`src/rtl/bf_instr_fetch.sv`:
```
// TinyBF instruction fetch stage.
// Drives the program memory read port from a program counter, registers the
// returned word, splits it into opcode/argument and offers it to the execute
// stage over valid/ready. Handles branch redirects, HALT (all-zero word) and
// the start-up window while program memory initialises itself.
module bf_instr_fetch #(
   parameter int ADDR_W      = 4,
   parameter int DATA_W      = 8,
   parameter int INIT_CYCLES = 16
) (
   input  logic              clk_i,
   input  logic              rst_i,
   input  logic              start_i,
   input  logic              stop_i,
   output logic              mem_ren_o,
   output logic [ADDR_W-1:0] mem_raddr_o,
   input  logic [DATA_W-1:0] mem_rdata_i,
   output logic              instr_valid_o,
   input  logic              instr_ready_i,
   output logic [2:0]        instr_opcode_o,
   output logic [DATA_W-4:0] instr_arg_o,
   output logic [ADDR_W-1:0] instr_pc_o,
   input  logic              redirect_i,
   input  logic [ADDR_W-1:0] redirect_pc_i,
   output logic              halted_o,
   output logic              ready_o
);

   // Init counter sized to hold 0 .. INIT_CYCLES-1.
   localparam int CNT_W = (INIT_CYCLES > 1) ? $clog2(INIT_CYCLES) : 1;
   localparam logic [CNT_W-1:0] CNT_LAST = CNT_W'(INIT_CYCLES - 1);
   // ready_o is a register; load it one count early so it is already high
   // during the final counting cycle.
   localparam logic [CNT_W-1:0] CNT_RDY  = (INIT_CYCLES >= 2) ? CNT_W'(INIT_CYCLES - 2) : '0;

   typedef enum logic [2:0] {
      S_WAIT_INIT = 3'd0,
      S_IDLE      = 3'd1,
      S_FETCH     = 3'd2,
      S_RESP      = 3'd3,
      S_VALID     = 3'd4,
      S_HALTED    = 3'd5
   } t_state;

   t_state              r_state;
   t_state              w_state_next;
   logic [CNT_W-1:0]    r_init_cnt;
   logic                r_start_pend;
   logic [ADDR_W-1:0]   r_pc;
   logic                r_instr_valid;
   logic [2:0]          r_instr_opcode;
   logic [DATA_W-4:0]   r_instr_arg;
   logic [ADDR_W-1:0]   r_instr_pc;
   logic                r_halted;
   logic                r_ready;

   logic                w_init_done;
   logic                w_abort;
   logic                w_handshake;
   logic                w_rdata_halt;
   logic                w_start_go;
   logic [ADDR_W-1:0]   w_pc_inc;

   // Stop applies everywhere except the init window, where it only cancels a
   // pending start.
   assign w_init_done  = (r_state == S_WAIT_INIT) && (r_init_cnt == CNT_LAST);
   assign w_abort      = stop_i && (r_state != S_WAIT_INIT);
   assign w_handshake  = (r_state == S_VALID) && r_instr_valid && instr_ready_i;
   assign w_rdata_halt = (mem_rdata_i == '0);
   assign w_pc_inc     = r_pc + ADDR_W'(1);
   // A start seen during init (or on its last cycle) launches at PC 0.
   assign w_start_go   = (r_start_pend || start_i) && !stop_i;

   // State register.
   always_ff @(posedge clk_i or negedge rst_i) begin
      if (!rst_i) begin
         r_state <= S_WAIT_INIT;
      end else begin
         r_state <= w_state_next;
      end
   end

   // Next-state logic; stop overrides every other transition outside init.
   always_comb begin
      w_state_next = r_state;
      case (r_state)
         S_WAIT_INIT: begin
            if (w_init_done) begin
               w_state_next = w_start_go ? S_FETCH : S_IDLE;
            end
         end
         S_IDLE: begin
            if (start_i) begin
               w_state_next = S_FETCH;
            end
         end
         S_FETCH: begin
            w_state_next = S_RESP;
         end
         S_RESP: begin
            w_state_next = w_rdata_halt ? S_HALTED : S_VALID;
         end
         S_VALID: begin
            if (w_handshake) begin
               w_state_next = S_FETCH;
            end
         end
         S_HALTED: begin
            if (start_i) begin
               w_state_next = S_FETCH;
            end
         end
         default: begin
            w_state_next = S_IDLE;
         end
      endcase
      if (w_abort) begin
         w_state_next = S_IDLE;
      end
   end

   // Memory read port: exactly one read per FETCH cycle, address is the PC.
   always_comb begin
      mem_ren_o   = (r_state == S_FETCH);
      mem_raddr_o = r_pc;
   end

   // Post-reset init counter; freezes once the window has elapsed.
   always_ff @(posedge clk_i or negedge rst_i) begin
      if (!rst_i) begin
         r_init_cnt <= '0;
      end else if ((r_state == S_WAIT_INIT) && !w_init_done) begin
         r_init_cnt <= r_init_cnt + CNT_W'(1);
      end
   end

   // Remember a start request that arrives before memory is ready.
   always_ff @(posedge clk_i or negedge rst_i) begin
      if (!rst_i) begin
         r_start_pend <= 1'b0;
      end else if (r_state == S_WAIT_INIT) begin
         if (stop_i || w_init_done) begin
            r_start_pend <= 1'b0;
         end else if (start_i) begin
            r_start_pend <= 1'b1;
         end
      end
   end

   // ready_o rises at the end of the init window and stays up until reset.
   always_ff @(posedge clk_i or negedge rst_i) begin
      if (!rst_i) begin
         r_ready <= 1'b0;
      end else if ((r_state == S_WAIT_INIT) && ((r_init_cnt == CNT_RDY) || w_init_done)) begin
         r_ready <= 1'b1;
      end
   end

   // Program counter: restart at 0 on start, advance or redirect on handshake.
   // An aborted handshake leaves the PC untouched.
   always_ff @(posedge clk_i or negedge rst_i) begin
      if (!rst_i) begin
         r_pc <= '0;
      end else if (!w_abort) begin
         case (r_state)
            S_WAIT_INIT: begin
               if (w_init_done) begin
                  r_pc <= '0;
               end
            end
            S_IDLE, S_HALTED: begin
               if (start_i) begin
                  r_pc <= '0;
               end
            end
            S_VALID: begin
               if (w_handshake) begin
                  r_pc <= redirect_i ? redirect_pc_i : w_pc_inc;
               end
            end
            default: begin
               r_pc <= r_pc;
            end
         endcase
      end
   end

   // Capture the returned word, detect HALT, and run the valid/ready flag.
   // Instruction fields hold their last value after the handshake.
   always_ff @(posedge clk_i or negedge rst_i) begin
      if (!rst_i) begin
         r_instr_valid  <= 1'b0;
         r_instr_opcode <= '0;
         r_instr_arg    <= '0;
         r_instr_pc     <= '0;
         r_halted       <= 1'b0;
      end else if (w_abort) begin
         r_instr_valid <= 1'b0;
         r_halted      <= 1'b0;
      end else begin
         case (r_state)
            S_RESP: begin
               if (w_rdata_halt) begin
                  r_halted <= 1'b1;
               end else begin
                  r_instr_valid  <= 1'b1;
                  r_instr_opcode <= mem_rdata_i[DATA_W-1:DATA_W-3];
                  r_instr_arg    <= mem_rdata_i[DATA_W-4:0];
                  r_instr_pc     <= r_pc;
               end
            end
            S_VALID: begin
               if (w_handshake) begin
                  r_instr_valid <= 1'b0;
               end
            end
            S_HALTED: begin
               if (start_i) begin
                  r_halted <= 1'b0;
               end
            end
            default: begin
               r_instr_valid <= r_instr_valid;
            end
         endcase
      end
   end

   // Registered outputs.
   always_comb begin
      instr_valid_o  = r_instr_valid;
      instr_opcode_o = r_instr_opcode;
      instr_arg_o    = r_instr_arg;
      instr_pc_o     = r_instr_pc;
      halted_o       = r_halted;
      ready_o        = r_ready;
   end

endmodule

```
`config.mk`:
```
export PLATFORM = sky130hd
export DESIGN_NAME = bf_instr_fetch
export DESIGN_NICKNAME = d
export VERILOG_FILES = /design/src/rtl/bf_instr_fetch.sv
export SDC_FILE = /design/constraint.sdc
export NUM_CORES = 1
export LEC_CHECK = 0
export ABC_AREA = 1
export BUFFER_PORTS_ARGS = -buffer_cell sky130_fd_sc_hd__buf_4
export CORE_MARGIN = 1
export CORE_UTILIZATION = 50
export DETAILED_ROUTE_END_ITERATION = 8
export GPL_TIMING_DRIVEN = 0
export MAX_ROUTING_LAYER = met4
export PLACE_DENSITY = 0.79
export REMOVE_ABC_BUFFERS = 1
export SLEW_MARGIN = 0
export SYNTH_ARGS = -nofsm -noshare
export SYNTH_HDL_FRONTEND = slang
export SYNTH_SLANG_ARGS = --single-unit
```
`constraint.sdc`:
```
create_clock -name clk_i -period 1.75 [get_ports clk_i]
set_input_delay 0.0875 -clock clk_i [delete_from_list [all_inputs] [get_ports clk_i]]
set_output_delay 0.0875 -clock clk_i [all_outputs]
set_load 0.005 [all_outputs]
```
# ---- After elaboration in Yosys (flattened, before gate mapping)
# Index checks and enable logic that the tools add are counted.
dict set report word_totals {
  ramBits 0
  mem_count 0
  output_inout_bits 20
  latch_bits 0
  inputBits 18
  rom_bits 0
  word_cells 78
  ff_bits 27
}
dict set report op_classes {
  n_eq_ne 16
  magnitude_cmp 0
  mux 22
  mul 0
  div_mod_pow 0
  addsub 2
  n_reduce_logical 26
  bitwise 2
  n_shift 0
}
# op count
set op_table {}
lappend op_table {{two-way mux 4 bit} 4}
lappend op_table {{inequality test 3 bit, second input constant} 5}
lappend op_table {{case mux 3 bit (5 select lines)} 1}
lappend op_table {{two-way mux 3 bit} 4}
lappend op_table {{case mux 4 bit (3 select lines)} 1}
lappend op_table {{AND reduction 3 bit} 4}
lappend op_table {{nonzero test 3 bit} 4}
lappend op_table {{two-way mux 1 bit} 9}
lappend op_table {{adder 4 x 1 -> 4 bit, second input constant} 2}
lappend op_table {{== test 4 bit, second input constant} 2}
lappend op_table {{zero test 8 bit} 1}
lappend op_table {{logical AND 1 bit} 7}
lappend op_table {{== test 3 x 2 -> 1 bit, second input constant} 2}
lappend op_table {{== test 3 bit, second input constant} 2}
lappend op_table {{AND reduction 5 bit} 1}
lappend op_table {{inequality test 2 bit, second input constant} 2}
lappend op_table {{case mux 1 bit (2 select lines)} 2}
lappend op_table {{== test 3 x 1 -> 1 bit, second input constant} 1}
lappend op_table {{zero test 3 bit} 1}
lappend op_table {{logical OR 1 bit} 3}
lappend op_table {{inequality test 3 x 1 -> 1 bit, second input constant} 1}
lappend op_table {{zero test 1 bit} 2}
lappend op_table {{two-way mux 2 bit} 1}
lappend op_table {{inequality test 2 x 1 -> 1 bit, second input constant} 1}
lappend op_table {{4 further kinds} 5}

# ---- Depth between registers and ports, before layout
dict set report logic_depth {
  word_depth 6
  mapped_depth 9
  mapped_depth_nobuf 8
}

# ---- Worst setup path after synthesis
# Ideal clock, no wire load.
dict set report synth_path {
  kind {reg2reg}
  from {register r_init_cnt[1]}
  to {register r_pc[0], in the netlist mem_raddr_o[0]}
  slack_ps 511
  period_less_slack_ps 1239
  setup_ps 120
  required_time_ps 1630
  path_stages_with_launch 8
  t_arrival_ps 1118
  path_buffers 0
  path_cell_list {dfrtp_1 > ha_1 > nand3_1 > nand3_4 > nand2_1 > nor2_4 > nand3_1 > nand2_1}
}
dict set report synth_between {
  elab_chain_cells 4
}
# item line
set synth_rtl {}
lappend synth_rtl {{start: declaration} 47} ;# logic [CNT_W-1:0] r_init_cnt;
lappend synth_rtl {{start signal: assignment} 133} ;# r_init_cnt <= r_init_cnt + CNT_W'(1);
lappend synth_rtl {{== test 4 bit} 66} ;# assign w_init_done = (r_state == S_WAIT_INIT) && (r_init_cnt == CNT_LAST);
lappend synth_rtl {{logical AND 1 bit} 66}
lappend synth_rtl {{inequality test 2 bit (no line)} -}
lappend synth_rtl {{AND reduction 5 bit (no line)} -}
lappend synth_rtl {{end signal: assignment} 178} ;# r_pc <= redirect_i ? redirect_pc_i : w_pc_inc;
lappend synth_rtl {{end signal: assignment} 182} ;# r_pc <= r_pc;
lappend synth_rtl {{end: declaration} 49} ;# logic [ADDR_W-1:0] r_pc;
# No other way between the ends.
# A chain may end at the register's enable or synchronous reset.

# ---- Worst setup path in the final report
# Ends and elaborated chain as after synthesis.

==> flow_summary.toml <==
[global_routing]
grt_start_max_net_pins = 28
grt_util_met1_pct = 29.3
global_route.usage.met3_pct = 2.79
use_met2_pct = 36.7
antenna_found_initial = 0
number_of_global_route_vias_before_repair = 1228
grt_first_pass_wirelength_um = 5410
grt_overflow_total = 0
grt_util_all_layers_pct = 22.7
grt-busiest-layer = "met2"

[synthesis]
synth.largest_area_cell = "dfrtp_1"
netlist-cell-type-count = 21
yosys-top-cells-count = "nand2_1, dfrtp_1, nand3_1"
synthMostInstantiatedCell = "nand2_1"
average_instance_area_after_synthesis_um2 = 8.15
synthXorXnorAreaFrac_pct = 2.40
share_of_flip_flops_with_an_asynchronous_set_or_reset_after_synthesis_pct = 100
yosysSeqAreaShare_pct = 46.3
cell_types_occupying_the_most_area_after_synthesis = "dfrtp_1, nand2_1, nand3_1, o21ai_0, inv_1"
synthFlopType = "dfrtp_1"
synthesis.yosys.warnings = 0
post_synth_inst_count = 179
yosys-mux-area-fraction_pct = 0
flip_flop_and_latch_count_after_synthesis = 27
post_synthesis_share_of_cell_area_spent_on_and_or_nand_and_nor_gates_pct = 34.2
mappedNetlistArea_um2 = 1460
yosys_top_cell_area_share_pct = 46.3
synth_compound_area_share_pct = 8.49
synth_top_family_by_area = "simple AND/OR/NAND/NOR gates"
number_of_synthesized_flops_with_an_enable_pin = 0
post_synth_fa_ha_maj_area_fraction_pct = 2.57

[die]
die-width_um = 56.0
initial_utilization_pct = 52.9
io_pins = 38
fp_rows = 19
die_height_um = 56.0
die_area_um2 = 3140
design.core.area_um2 = 2760

[placed_design]
pre_cts_ws_ns = 0.322
gpl_congestion = 0.863
placement.io_buffers = 37
placedCellCount = 245
dp_hpwl_um = 2320

[cts]
clock_sink_count = 27
cts_tree = "done"
cts.htree.levels = 1
root_buffer = "clkbuf_4"
clk_pin_slew_ns = 0.14
cts_max_path_buffers = 2
clock_insertion_delay_worst_skew_ns = 0.33
cts-buffers-inserted = 3

[setup_path]
cp_data_required_time_ns = 1.98
critPathLaunchType = "flop"
timing.critical_path.slowest_cell_delay_ns = 0.42
critical_path.endpoint_type = "flop"
path_class = "reg2reg"
critical-path-slowest-cell = "dfrtp_1"
critPathBufInv = 0
critical_path.cell_chain = "ha_1, nand3_1, nand3_4, nand2_1, o21ai_0, nand2_1"
cp_max_fo = 6
critical-path-top-cell-by-count = "nand2_1"
worstSetupStartpoint = "r_init_cnt[1]"
crit-reg2reg-launch = "r_init_cnt[1]"
crit_arrival_ns = 1.71
cp_top_delay_family = "simple AND/OR/NAND/NOR gates"

[timing]
max_slew_vio_count = 0
final-setup-viol-count = 0
period_minus_slack_ns = 1.48
worst_clock_skew_ns = 0.00430
finalCritPeriodShare_pct = 84.5
hold_violations = 0
timing.slew.headroom_pct = 69.7
setup_slack_ns = 0.270
achievable-frequency_ghz = 0.676
worst-slew-pin-transition_ns = 0.453
final.setup.tns_ns = 0
rsz0062_at_grt = "false"

[power_and_ir_drop]
vdd_ir_drop_max_mv = 1.05
powerDensity_nw_per_um2 = 1400
power_leakage_uw = 0.00101

[hold_path]
worstHoldStart = "stop_i"
hold_path_class = "in2reg"

[drt]
antenna_left = 0
detail_route.first_pass.iterations = 4
detail_route.wl_per_cell_um = 12.4
detail_route.wirelength_um = 3190
drt_first_iter_violations = 61
vias = 1318
drt_via_density = 5.11
drc = 0

[finish]
nets = 249
ant_diodes = 0
layout-drive-gt1-share_pct = 22.5
layoutNonFillerInstCount = 258
layout-area-overhead-vs-synth_pct = 28.4

[status]
status = "finished clean"

[flow_run]
cap_viol_max_count = 0
-- routing by layer --
metal / wire [µm] / up-vias
met1: 1480 / 600
met3: 154 / 7
met4: 53 / 0
met2: 1510 / 44
li1: - / 667
met5: 0 / -
-- tightest hold or removal path: cells and delay by family --
family                 cells  cell delay [ns]
buffers and inverters      1             0.13
and+or+nand+nor            3             0.15
-- worst paths after layout --
| kind | to | slack (ns) | cells past startpoint |
|---|---|---|---|
| setup / recovery | mem_raddr_o[0] | 0.27 | 6 |
| hold / removal | instr_arg_o[0] | 0.06 | 4 |
| setup reg to reg | mem_raddr_o[0] | 0.27 | 6 |
| hold reg to reg | instr_arg_o[1] | 0.50 | 2 |
| max in group asynchronous | r_init_cnt[2] | 1.31 | 2 |
| min in group asynchronous | instr_arg_o[3] | 0.20 | 2 |
-- per-stage QoR --
step,instance area [µm²],total power (µW),utilization [%],hold slack [ns]
after CTS,1870,2630,67.9,0.0508
after global placement,1760,2280,63.7,0.0149
after global routing,1870,2850,67.9,0.0726
after detailed placement,1760,2350,63.7,0.0161
final,1870,2620,67.9,0.0604
after floorplan,1440,1860,-,-0.208
-- sequential cells by signal, indices dropped and copies added (netlist names) --
signal,cells
instr_opcode_o,3
r_init_cnt,4
instr_pc_o,4
ready_o,1
instr_arg_o,5
halted_o,1
r_state,3
instr_valid_o,1
r_start_pend,1
mem_raddr_o,4
-- logic make-up after synthesis --
| family | after synthesis |
|---|---|
| and+or+nand+nor | 105 |
| buffers and inverters | 19 |
| xor gates and xnor gates | 4 |
| adders and majority gates | 3 |
| DFF | 27 |
| AOI/OAI and AO/OA | 21 |
-- what timing repair did --
item	CTS	global route
endpoints found under the setup margin	0	0
gates resized for setup	0	0
endpoints found under the hold margin	35	0
buffers inserted	0	0
hold buffers	9	0
-- cell type report --
cell class / instances / area [µm²]
fill: 244 / 885
timing repair buffer: 46 / 368
inverter: 17 / 68.8
sequential: 27 / 676
multi-input combinational: 133 / 696
clock buffer: 4 / 26.3
tap: 31 / 38.8
-- layout by cell type, fill, tap and decap left out --
| cell type | netlist | routed |
|---|---|---|
| nand2_1 | 67 | 67 |
| inv_1 | 15 | 15 |
| nand2_4 | 3 | 3 |
| xor2_1 | 2 | 2 |
| o21bai_1 | 3 | 3 |
| o21ai_4 | 1 | 1 |
| buf_4 | 1 | 37 |
| inv_4 | 2 | 2 |
| o21ai_0 | 13 | 13 |
| nand4_1 | 2 | 2 |
| dlygate4sd3_1 | 0 | 9 |
| a21oi_1 | 4 | 4 |
| dfrtp_1 | 27 | 27 |
| clkbuf_4 | 0 | 3 |
| clkbuf_1 | 0 | 1 |
| xnor2_1 | 2 | 2 |
| nor2_4 | 3 | 3 |
| nand3_1 | 18 | 18 |
| ha_1 | 3 | 3 |
| nand3_4 | 2 | 2 |
| nor2_1 | 8 | 8 |
| nor3_1 | 1 | 1 |
| nand3b_1 | 1 | 1 |
-- power breakdown --
part | switching (µW) | internal, µW
Combinational | 683 | 563
Clock | 180 | 89.5
Sequential | 243 | 862
Total | 1110 | 1520
(Power assumes the default switching activity.)
